==> src/rtl/multicycle_control.sv <==
// Multicycle CPU control FSM: sequences FETCH/DECODE/EXEC/MEM/WB and drives datapath strobes.
// Optional performance counters enabled by defining MULTICYCLE_PERF_CNT_EN.
module multicycle_control (
  input  logic       clk,
  input  logic       rst_n,
  input  logic       run,
  input  logic [1:0] opcode,
  input  logic       zero,
  input  logic       mem_ready,
  output logic       pc_write,
  output logic       ir_write,
  output logic       i_or_d,
  output logic       mem_read,
  output logic       mem_write,
  output logic       reg_write,
  output logic       reg_dst,
  output logic       mem_to_reg,
  output logic       alu_src_a,
  output logic       pc_src,
  output logic       ext_op,
  output logic [1:0] alu_src_b,
  output logic [1:0] alu_op,
  output logic [2:0] state,
  output logic       instr_done
`ifdef MULTICYCLE_PERF_CNT_EN
  ,
  output logic [15:0] cycle_count,
  output logic [15:0] instr_count
`endif
);

  typedef enum logic [2:0] {
    S_IDLE   = 3'd0,
    S_FETCH  = 3'd1,
    S_DECODE = 3'd2,
    S_EXEC   = 3'd3,
    S_MEM    = 3'd4,
    S_WB     = 3'd5
  } state_t;

  typedef enum logic [1:0] {
    OP_R   = 2'b00,
    OP_LW  = 2'b01,
    OP_SW  = 2'b10,
    OP_BEQ = 2'b11
  } opcode_t;

  state_t  r_state;
  state_t  w_next;
  state_t  w_end_next;
  opcode_t r_opcode;

  always_ff @(posedge clk or negedge rst_n) begin
    if (!rst_n) begin
      r_state  <= S_IDLE;
      r_opcode <= OP_R;
    end else begin
      r_state <= w_next;
      if (r_state == S_DECODE) r_opcode <= opcode_t'(opcode);
    end
  end

  // Where a finished instruction goes; run is only honoured here and in IDLE.
  assign w_end_next = run ? S_FETCH : S_IDLE;

  always_comb begin
    w_next = r_state;
    case (r_state)
      S_IDLE:   if (run) w_next = S_FETCH;
      S_FETCH:  if (mem_ready) w_next = S_DECODE;
      S_DECODE: w_next = S_EXEC;
      S_EXEC: begin
        case (r_opcode)
          OP_R:          w_next = S_WB;
          OP_LW, OP_SW:  w_next = S_MEM;
          default:       w_next = w_end_next;
        endcase
      end
      S_MEM: begin
        if (mem_ready) w_next = (r_opcode == OP_LW) ? S_WB : w_end_next;
      end
      S_WB:     w_next = w_end_next;
      default:  w_next = S_IDLE;
    endcase
  end

  always_comb begin
    pc_write   = 1'b0;
    ir_write   = 1'b0;
    i_or_d     = 1'b0;
    mem_read   = 1'b0;
    mem_write  = 1'b0;
    reg_write  = 1'b0;
    reg_dst    = 1'b0;
    mem_to_reg = 1'b0;
    alu_src_a  = 1'b0;
    pc_src     = 1'b0;
    ext_op     = 1'b0;
    alu_src_b  = '0;
    alu_op     = '0;
    instr_done = 1'b0;
    case (r_state)
      S_FETCH: begin
        mem_read  = 1'b1;
        alu_src_b = 2'b01;
        ir_write  = mem_ready;
        pc_write  = mem_ready;
      end
      S_DECODE: begin
        alu_src_b = 2'b11;
        ext_op    = 1'b1;
      end
      S_EXEC: begin
        alu_src_a = 1'b1;
        case (r_opcode)
          OP_R:   alu_op = 2'b10;
          OP_LW, OP_SW: begin
            alu_src_b = 2'b10;
            ext_op    = 1'b1;
          end
          default: begin
            alu_op     = 2'b01;
            pc_src     = 1'b1;
            pc_write   = zero;
            instr_done = 1'b1;
          end
        endcase
      end
      S_MEM: begin
        i_or_d = 1'b1;
        if (r_opcode == OP_LW) begin
          mem_read = 1'b1;
        end else begin
          mem_write  = 1'b1;
          instr_done = mem_ready;
        end
      end
      S_WB: begin
        reg_write  = 1'b1;
        instr_done = 1'b1;
        if (r_opcode == OP_LW) mem_to_reg = 1'b1;
        else                   reg_dst    = 1'b1;
      end
      default: ;
    endcase
  end

  assign state = r_state;

`ifdef MULTICYCLE_PERF_CNT_EN
  logic [15:0] r_cycle_count;
  logic [15:0] r_instr_count;

  always_ff @(posedge clk or negedge rst_n) begin
    if (!rst_n) begin
      r_cycle_count <= '0;
      r_instr_count <= '0;
    end else begin
      if (r_state != S_IDLE) r_cycle_count <= r_cycle_count + 16'd1;
      if (instr_done)        r_instr_count <= r_instr_count + 16'd1;
    end
  end

  assign cycle_count = r_cycle_count;
  assign instr_count = r_instr_count;
`endif

endmodule

==> config.mk <==
export PLATFORM = sky130hd
export DESIGN_NAME = multicycle_control
export DESIGN_NICKNAME = d
export VERILOG_FILES = /design/src/rtl/multicycle_control.sv
export SDC_FILE = /design/constraint.sdc
export NUM_CORES = 1
export LEC_CHECK = 0
export ABC_AREA = 1
export BUFFER_PORTS_ARGS = -buffer_cell sky130_fd_sc_hd__buf_2
export CAP_MARGIN = 30
export CORE_AREA = 3 3 40 42
export DETAILED_ROUTE_END_ITERATION = 10
export DIE_AREA = 0 0 43 45
export PLACE_DENSITY = 0.66
export SYNTH_ARGS = -nofsm -noshare
export SYNTH_HDL_FRONTEND = slang
export SYNTH_SLANG_ARGS = --single-unit
==> constraint.sdc <==
create_clock -name clk -period 2.15 [get_ports clk]
set_clock_uncertainty 0.1 [all_clocks]
set_input_delay 0.43 -clock clk [delete_from_list [all_inputs] [get_ports clk]]
set_output_delay 0.43 -clock clk [all_outputs]
set_load 0.01 [all_outputs]
==> metrics.txt, run 1 <==
DRT Wirelength 1117 um; Syn Nets 80; Vias per Instance 4.518; routed len/inst roughly 10 um; Startpoint Class register; WP data required 1620 ps; ant diodes 0; worst vdd ir 650.9 uV; post-synthesis register bit count 5; RSZ-0062 raised after global routing no; Period minus WS final 1948 ps; vias post-DR 515; hold buffers post-CTS 1; PD cells 1435 nW/um2; finished layout cell area 628.1 um2; Seq/Total Area, Yosys 27.47%; Distinct cells, synth 19; dpl cell area between 500 and 600 um2; CTS Sinks 5; Pins Over Slew Limit 0; first-pass GRT wire length 1869 um; Slew Limit Headroom 79.46%; initial antenna violation count 0; Post-synth EDFFs 0; Crit Path Max Fanout 7; Top FF cell, synth dfrtp_1; crit share post-route 90.63%; synthesized instance count 70; top post-synthesis cells by area dfrtp_1 (27%), nand2_1 (21%), ha_1 (8.2%); WS Path Type reg -> out; worst hold path class in -> reg; Initial Util 35.44%; Syn Area/Cell 6.506 um2; reg-to-reg slack, setup 850 ps; Worst-Margin Slew roughly 310 ps; Worst R2R Start state[2]; hpwl dp roughly 940 um; clk_lat worst skew between 200 and 250 ps; Root Buffer clkbuf_4; die width 43 um; Crit. End Element output port; Final Hold Viols 0; Clock Tree Buf Depth 2; initial DRC count 8; Die Ht 45 um; Arr. time, crit path 1420 ps; status finished clean; total track usage 12.90%; Synth area leader dfrtp_1; Fmax achieved 0.5132 GHz; FP Rows 13; Synth top cells by count nand2_1 (25), inv_1 (9), nor2_1 (9); clk slew on worst S/H paths 40 ps; drc violations 0; Max Cap Violations 0; I/O Buffers 25; post-route setup TNS 0 ps; count leader, synth nand2_1; PnR Total Power 901.3 uW; antenna viol nets, final 0; largest net degree at the start of global routing 8; NumNets Final 110; post-CTS sizing 0; drt first pass iters 4; share of layout cells above drive strength 1 between 30% and 40%; CTS Buf Count 3; Finish-stage setup viols 0; gpl congestion 0.7552; Core Box Area 1285 um2; Post CTS Setup Buffer Count 0; Hold Crit Start opcode[1]; GR Overflow Total 0; Syn. warnings 0; share of Yosys cell area claimed by the top area cell type 27.47%; crit path launch state[0]; num ports 26; die area between 1500 and 2000 um2; leakage power 0.0004042 uW; mapped cell area roughly 460 um2; CTS tree built; Synth async-reset ratio 100.0%; P&R area growth vs syn 37.91%; H-tree depth 1; Hold WS roughly 340 ps; vias in the first global route 431
## registers in the layout, summed over array words and instances (netlist names)
signal    flops
r_opcode      2
state         3
## stage by stage
step / utilization (%) / instances / worst slack (ps)
6_report: 48.88 / 114 / 201.5
5_1_grt: 48.88 / 114 / 47.23
2_1_floorplan: - / 70 / 462.4
3_5_place_dp: 46.06 / 109 / 447.0
4_1_cts: 48.88 / 114 / 184.7
3_3_place_gp: 46.06 / 109 / 510.5
## cell families (layout without fill, tap and decap cells)
group,after synthesis,in the layout,synth area share [%]
compound gates,4,4,5.219
flops,5,5,27.47
buf+inv,12,41,10.71
fa+ha+maj,3,3,8.243
simple gates,46,46,48.35
## layout make-up
class / count / area [um2]
Multi-Input combinational cell: 53 / 281.5
Inverter: 11 / 41.29
Tap cell: 15 / 18.77
Fill cell: 143 / 656.9
Sequential cell: 5 / 125.1
Timing Repair Buffer: 26 / 135.1
Clock buffer: 4 / 26.28
## worst paths after layout
path	end	depth (start not counted)
max	pc_write	7
min	r_opcode[1]	3
max reg2reg	state[1]	5
min reg2reg	r_opcode[0]	2
max in group asynchronous	r_opcode[0]	2
min in group asynchronous	state[2]	2
## power breakdown
| group | internal, uW | switching, uW |
|---|---|---|
| logic | 230 | 360 |
| clock network | 70.1 | 37.1 |
| registers | 139 | 64.3 |
## metal layers
metal	part of all wire [%]	track usage [%]	vias up
met2	48	20.36	18
met5	0	0	-
li1	-	-	272
met4	0	7.229	0
met3	7.9	2.789	0
met1	44	16.42	225
## worst max-delay path: stages (launching register included)
cell and delay (ps):
dfrtp_1 480, nand2_1 160, nor2_4 160, nand2_2 80
inv_2 60, nand2_1 40, o21ai_0 50, buf_2 140
## cell usage in the layout (no fill, tap or decap)
master         count
nand3_2            1
and2_1             1
ha_1               3
a21oi_1            2
nor2_1             9
dfrtp_1            5
buf_2             25
clkbuf_1           1
inv_1              9
inv_2              2
nand4_1            1
nor3b_1            1
nand3_4            1
nand2_2            2
a21oi_2            1
o21ai_0            1
dlygate4sd3_1      1
clkbuf_4           3
nand2_1           25
nor2_2             1
nand3_1            3
nor2_4             1
Note: power is estimated with default switching activity, not from simulation.
==> run 2, diff against run 1 <==
SETUP_SLACK_MARGIN = 0.3   (was not set)
==> metrics.txt, run 2 (same netlist as run 1, synthesis figures left out) <==
status finished clean; antenna viol nets, final 0 (unchanged); RSZ-0062 raised after global routing yes; hpwl dp 940.6 um (unchanged); PD cells 1429 nW/um2 (-0.41%); NumNets Final 115 (+4.5%); Net Sw Power 486.5 uW (+5.4%); internal power 493.4 uW (+12%); die area 1935 um2 (unchanged); worst vdd ir 707.8 uV (+8.7%); clk_lat worst skew 240 ps (about the same); Root Buffer clkbuf_4; clock power share 10.8% (-1.1 points); Final Hold Viols 0 (unchanged); finished layout cell area 685.7 um2 (+9.2%); P&R area growth vs syn 50.55%; Flop pwr share 20.2% (-2.4 points); Clock Tree Buf Depth 2 (unchanged); Arr. time, crit path 1260 ps (-160 ps); Max Cap Violations 0 (unchanged); I/O Buffers 25 (unchanged); worst hold path class in -> reg; combinational power share 68.9% (+3.4 points); first-pass GRT wire length 1911 um (+2.2%); Die Ht 45 um (unchanged); drt first pass iters 4 (unchanged); initial DRC count 2 (-6); CTS Sinks 5 (unchanged); H-tree depth 1 (unchanged); Slew Limit Headroom 87.90% (+8.4 points); Worst-Margin Slew 181.1 ps (-127.0 ps); Finish-stage setup viols 0 (unchanged); fillcell total 132 (-7.7%); Hold Crit Depth 3 (unchanged); initial antenna violation count 0 (unchanged); ant diodes 0 (unchanged); Period minus WS final 1795 ps (-153.5 ps); drc violations 0 (unchanged); commonest non-fill, non-tap cell in the layout buf_2; WS Path Type reg -> out; Largest register FFs 3 (unchanged); share of layout cells above drive strength 1 47.12% (+9.7 points); CTS tree built; Fmax achieved 0.5571 GHz (+8.6%); die width 43 um (unchanged); DRT Wirelength 1151 um (+3.0%); post-route setup TNS 0 ps (unchanged); Crit Path Max Fanout 4 (-3); routed len/inst 9.672 um (-1.3%); dpl cell area 591.8 um2 (unchanged); Vias per Instance 4.437 (-1.8%); largest net degree at the start of global routing 8 (unchanged); Core Box Area 1285 um2 (unchanged); Crit. End Element output port; reg-to-reg slack, setup 930 ps (+80 ps); Startpoint Class register; reg2reg end state[1]; Hold WS 335.7 ps (+0.08500 ps); Switching Share 49.64% (-1.6 points); total track usage 13.15% (+0.25 points); Worst R2R Start state[2]; CTS Buf Count 3 (unchanged); num ports 26 (unchanged); Pins Over Slew Limit 0 (unchanged); Initial Util 35.44% (unchanged); FP Rows 13 (unchanged); GR Overflow Total 0 (unchanged); highest-count cells in the layout ignoring fill and taps buf_2 (25), nand2_1 (24), inv_1 (8), nor2_1 (7), buf_4 (5); clk slew on worst S/H paths 40 ps (about the same); vias post-DR 528 (+2.5%); Hold Crit Start opcode[1]; crit share post-route 83.48% (-7.1 points); vias in the first global route 435 (+0.93%); WP data required 1620 ps (about the same); R2R cell count 5 (unchanged); gpl congestion 0.7552 (unchanged); leakage power 0.0004244 uW (+5.0%); worst hold path endpoint r_opcode[1]
## run 2: layer usage
metal  vias up  global-route usage [%]  share of wire (%)
li1        282                       -                  -
met1       228                   17.16                 44
met2        18                   20.36                 48
met3         0                   2.789                7.6
met4         0                   7.229                  0
met5         -                       0                  0
## run 2: what timing repair did
action                     CTS  global route
gates cloned                 0             0
hold buffers                 1             0
pin swaps                    0             3
setup buffers                2             3
setup endpoints to repair    7             9
gates resized for setup      3             6
hold endpoints to repair     5             0
## run 2: power groups by stage
stage          logic (uW)  registers, uW  clock network, uW
3_5_place_dp          596            204                  0
6_report              675            198                106
3_3_place_gp          589            201                  0
2_1_floorplan         397            207                  0
4_1_cts               641            194                113
5_1_grt               764            205                125
## run 2: how the worst max path moves through the flow
stage / from / end / slack, ps / cells past startpoint
final: state[1] / mem_read / 360 / 6
after global routing: state[1] / pc_write / 210 / 7
after CTS: r_opcode[1] / instr_done / 310 / 6
after detailed placement: state[0] / pc_write / 450 / 7
after global placement: state[0] / pc_write / 510 / 7
after floorplan: state[1] / mem_to_reg / 460 / 5
## run 2: layout make-up
cell class / count / area [um2] / area share [%]
inverter: 11 / 41.29 / 6.022
clock buffer: 4 / 26.28 / 3.832
timing repair buffer: 31 / 172.7 / 25.18
multi-input combinational: 53 / 299.0 / 43.61
tap: 15 / 18.77 / 2.737
sequential: 5 / 127.6 / 18.61
## run 2: per-stage QoR
stage	worst slack, ps	utilization, %	std cells	total power, uW
final	355.1	53.36	119	979.9
after global routing	209.9	53.36	119	1094
after CTS	305.5	50.24	116	947.4
after detailed placement	447.0	46.06	109	800.7
after global placement	510.5	46.06	109	789.9
after floorplan	462.4	-	70	604.2
## run 2: critical path, cell delays in order (launching register included)
cell and delay (ps):
dfrtp_1 410, inv_2 120, nand2_1 100, nor2_2 130
nand2_1 90, nand2_1 60, buf_2 120
==> run 3, diff against run 2 <==
ABC_AREA = 0   (was 1)
PLACE_DENSITY = 0.69   (was 0.66)
clock period = 1.7 ns   (was 2.15 ns; I/O delays follow)
==> metrics.txt, run 3 <==
Root Buffer clkbuf_4; PD cells 2000 nW/um2 (+40%); internal power 1227 uW (+150%); Hold WS 237.7 ps (-97.98 ps); CTS Sinks 5 (unchanged); die area 1935 um2 (unchanged); commonest non-fill, non-tap cell in the layout buf_6; Distinct cells, synth 30 (+11); WS Path Type reg -> out; Syn Nets 72 (-10%); reg-to-reg slack, setup 30 ps (-900 ps); Final Hold Viols 0 (unchanged); clock power share 6.2% (-4.6 points); leakage power 0.0005061 uW (+19%); Max Cap Violations 0 (unchanged); CTS Buf Count 3 (unchanged); met1 usage in global routing 20.29% (+3.1 points); max incr delay on CP 400 ps (about the same); Arr. time, crit path 1410 ps (+150 ps); Pins Over Slew Limit 0 (unchanged); failing checks negative setup slack; fin util 82.47% (+29 points); Seq/Total Area, Yosys 25.13% (-2.3 points); total track usage 17.91% (+4.8 points); worst vdd ir 1303 uV (+84%); Syn. warnings 0 (unchanged); Synth top cells by count dfrtp_1 (5), a21oi_1 (4), inv_1 (4), nand2_1 (4), nand2b_1 (4); crit share post-route 108.8%; mapped cell area 498.0 um2 (+9.3%); worst path cell trace inv_2 -> ha_4 -> buf_4 -> buf_6 -> and3_4 -> buf_6; Slew Limit Headroom 86.70% (-1.2 points); CP bufs+invs 4 (+2); GR Overflow Total 0 (unchanged); Synth async-reset ratio 100.0% (unchanged); initial DRC count 7 (+5); initial antenna violation count 0 (unchanged); first-pass GRT wire length 2566 um (+34%); gpl congestion 0.7361 (-2.5%); Finish-stage setup viols 10 (+10); NumNets Final 117 (+1.7%); Core Box Area 1285 um2 (unchanged); Syn Area/Cell 8.032 um2 (+23%); combinational power share 78.7% (+9.8 points); Net Sw Power 892.7 uW (+84%); dpl cells 99 (-9.2%); DRT Wirelength 1830 um (+59%); vias post-DR 634 (+20%); top cell family by delay on the critical path buffers and inverters; num ports 26 (unchanged); drt first pass iters 4 (unchanged); I/O Buffers 25 (unchanged); crit path launch r_opcode[1]; Crit Path Max Fanout 4 (unchanged); clk_lat worst skew 240 ps (about the same); reg2reg end state[0]; ant diodes 0 (unchanged); Die Ht 45 um (unchanged); Clock Tree Buf Depth 2 (unchanged); routed len/inst 15.12 um (+56%); Worst-Margin Slew 199.5 ps (+18.44 ps); P&R area growth vs syn 112.8%; share of Yosys cell area claimed by the top area cell type 25.13% (-2.3 points); Startpoint Class register; count leader, synth dfrtp_1; GR peak layer met2; R2R cell count 6 (+1); Period minus WS final around 1900 ps; Top cell by count, worst path buf_6; share of layout cells above drive strength 1 78.30% (+31 points); post-route insts no fill 121 (+1.7%); end point of the critical path mem_to_reg; Flop pwr share 15.1% (-5.1 points); slowest CP cell dfrtp_1; met3 Resource Use GR 3.586% (+0.80 points); antenna viol nets, final 0 (unchanged); hpwl dp 900.6 um (-4.3%); WP data required 1260 ps (-360 ps); Initial Util 38.75% (+3.3 points); Switching Share 42.11% (-7.5 points); synthesized instance count 62 (-11%); top post-synthesis cells by area dfrtp_1 (25%), ha_1 (7.5%), mux2_2 (6.8%); status complete, but fails checks; worst hold path class in -> reg; vias in the first global route 575 (+32%); largest net degree at the start of global routing 10 (+2); CP Depth 6 (unchanged); Fmax achieved 0.5404 GHz; Top FF cell, synth dfrtp_1; RSZ-0062 raised after global routing yes; Worst R2R Start state[2]; H-tree depth 1 (unchanged); drc violations 0 (unchanged); Crit. End Element output port; met2 usage 32.93% (+13 points); fillcell total 66 (-50%); Post-synth EDFFs 0 (unchanged); FP Rows 13 (unchanged); post-synthesis register bit count 5 (unchanged); final worst slack -150.4 ps (-505.5 ps); Synth area leader dfrtp_1; CTS tree built; Vias per Instance 5.240 (+18%); Largest register FFs 3 (unchanged); highest-count cells in the layout ignoring fill and taps buf_6 (20), buf_2 (16), buf_4 (8), nand2_1 (4), dfrtp_2 (4); die width 43 um (unchanged); clk slew on worst S/H paths 40 ps (about the same); PnR Total Power 2120 uW (+120%)
run 3: how the worst min path moves through the flow:
| stage | startpoint | to | slack (ps) | cells after the start |
|---|---|---|---|---|
| detailed placement | rst_n | r_opcode[0] | 50 | 1 |
| global route | opcode[1] | r_opcode[1] | 240 | 2 |
| CTS | opcode[1] | r_opcode[1] | 230 | 2 |
| floorplan | rst_n | r_opcode[0] | -60 | 0 |
| global placement | rst_n | r_opcode[1] | 50 | 1 |
| finish | opcode[0] | r_opcode[0] | 240 | 2 |
run 3: what timing repair did:
action                     CTS  global route
setup endpoints to repair   20            23
pin swaps                    7            10
gates cloned                 0             0
gates resized for setup     27            23
hold buffers                 1             0
hold endpoints to repair     5             0
setup buffers               11             6
run 3: logic make-up after synthesis:
family	share of synthesized area, %
simple gates	36.43
buf+inv	7.787
fa+ha+maj	7.538
mux	6.783
compound gates	16.33
flops	25.13
run 3: worst reg2reg max path, cell delays in order (launching register included):
cell and delay (ps):
dfrtp_2 460, buf_6 150, buf_6 110, buf_6 100
or3b_1 330, a21o_1 170, a31oi_2 150
run 3: power groups by stage:
| stage | registers, uW | clock network, uW | logic, uW |
|---|---|---|---|
| 3_3_place_gp | 310 | 0 | 850 |
| 5_1_grt | 330 | 148 | 1790 |
| 6_report | 320 | 132 | 1670 |
| 2_1_floorplan | 274 | 0 | 673 |
| 3_5_place_dp | 313 | 0 | 861 |
| 4_1_cts | 296 | 139 | 1300 |
run 3: per-layer routing:
metal	up-vias	share of wire (%)
met5	-	0
met4	0	2.6
met3	4	4.2
met2	23	53
met1	305	40
li1	302	-
run 3: area by class of cell:
class / count / area (um2) / area share, %
inverters: 4 / 15.01 / 1.417
repair buffers: 45 / 375.4 / 35.42
well taps: 15 / 18.77 / 1.771
multi-input cells: 48 / 494.2 / 46.64
flip-flops and latches: 5 / 130.1 / 12.28
clock buffers: 4 / 26.28 / 2.479
run 3: stage by stage:
| step | setup TNS [ps] | setup WS (ps) | area, um2 |
|---|---|---|---|
| 2_1_floorplan | 0 | 199.5 | 554.3 |
| 3_3_place_gp | 0 | 112.4 | 665.6 |
| 3_5_place_dp | 0 | 99.02 | 665.6 |
| 4_1_cts | -428.5 | -111.6 | 908.4 |
| 5_1_grt | -1383 | -218.0 | 1060 |
| 6_report | -722.0 | -150.4 | 1060 |
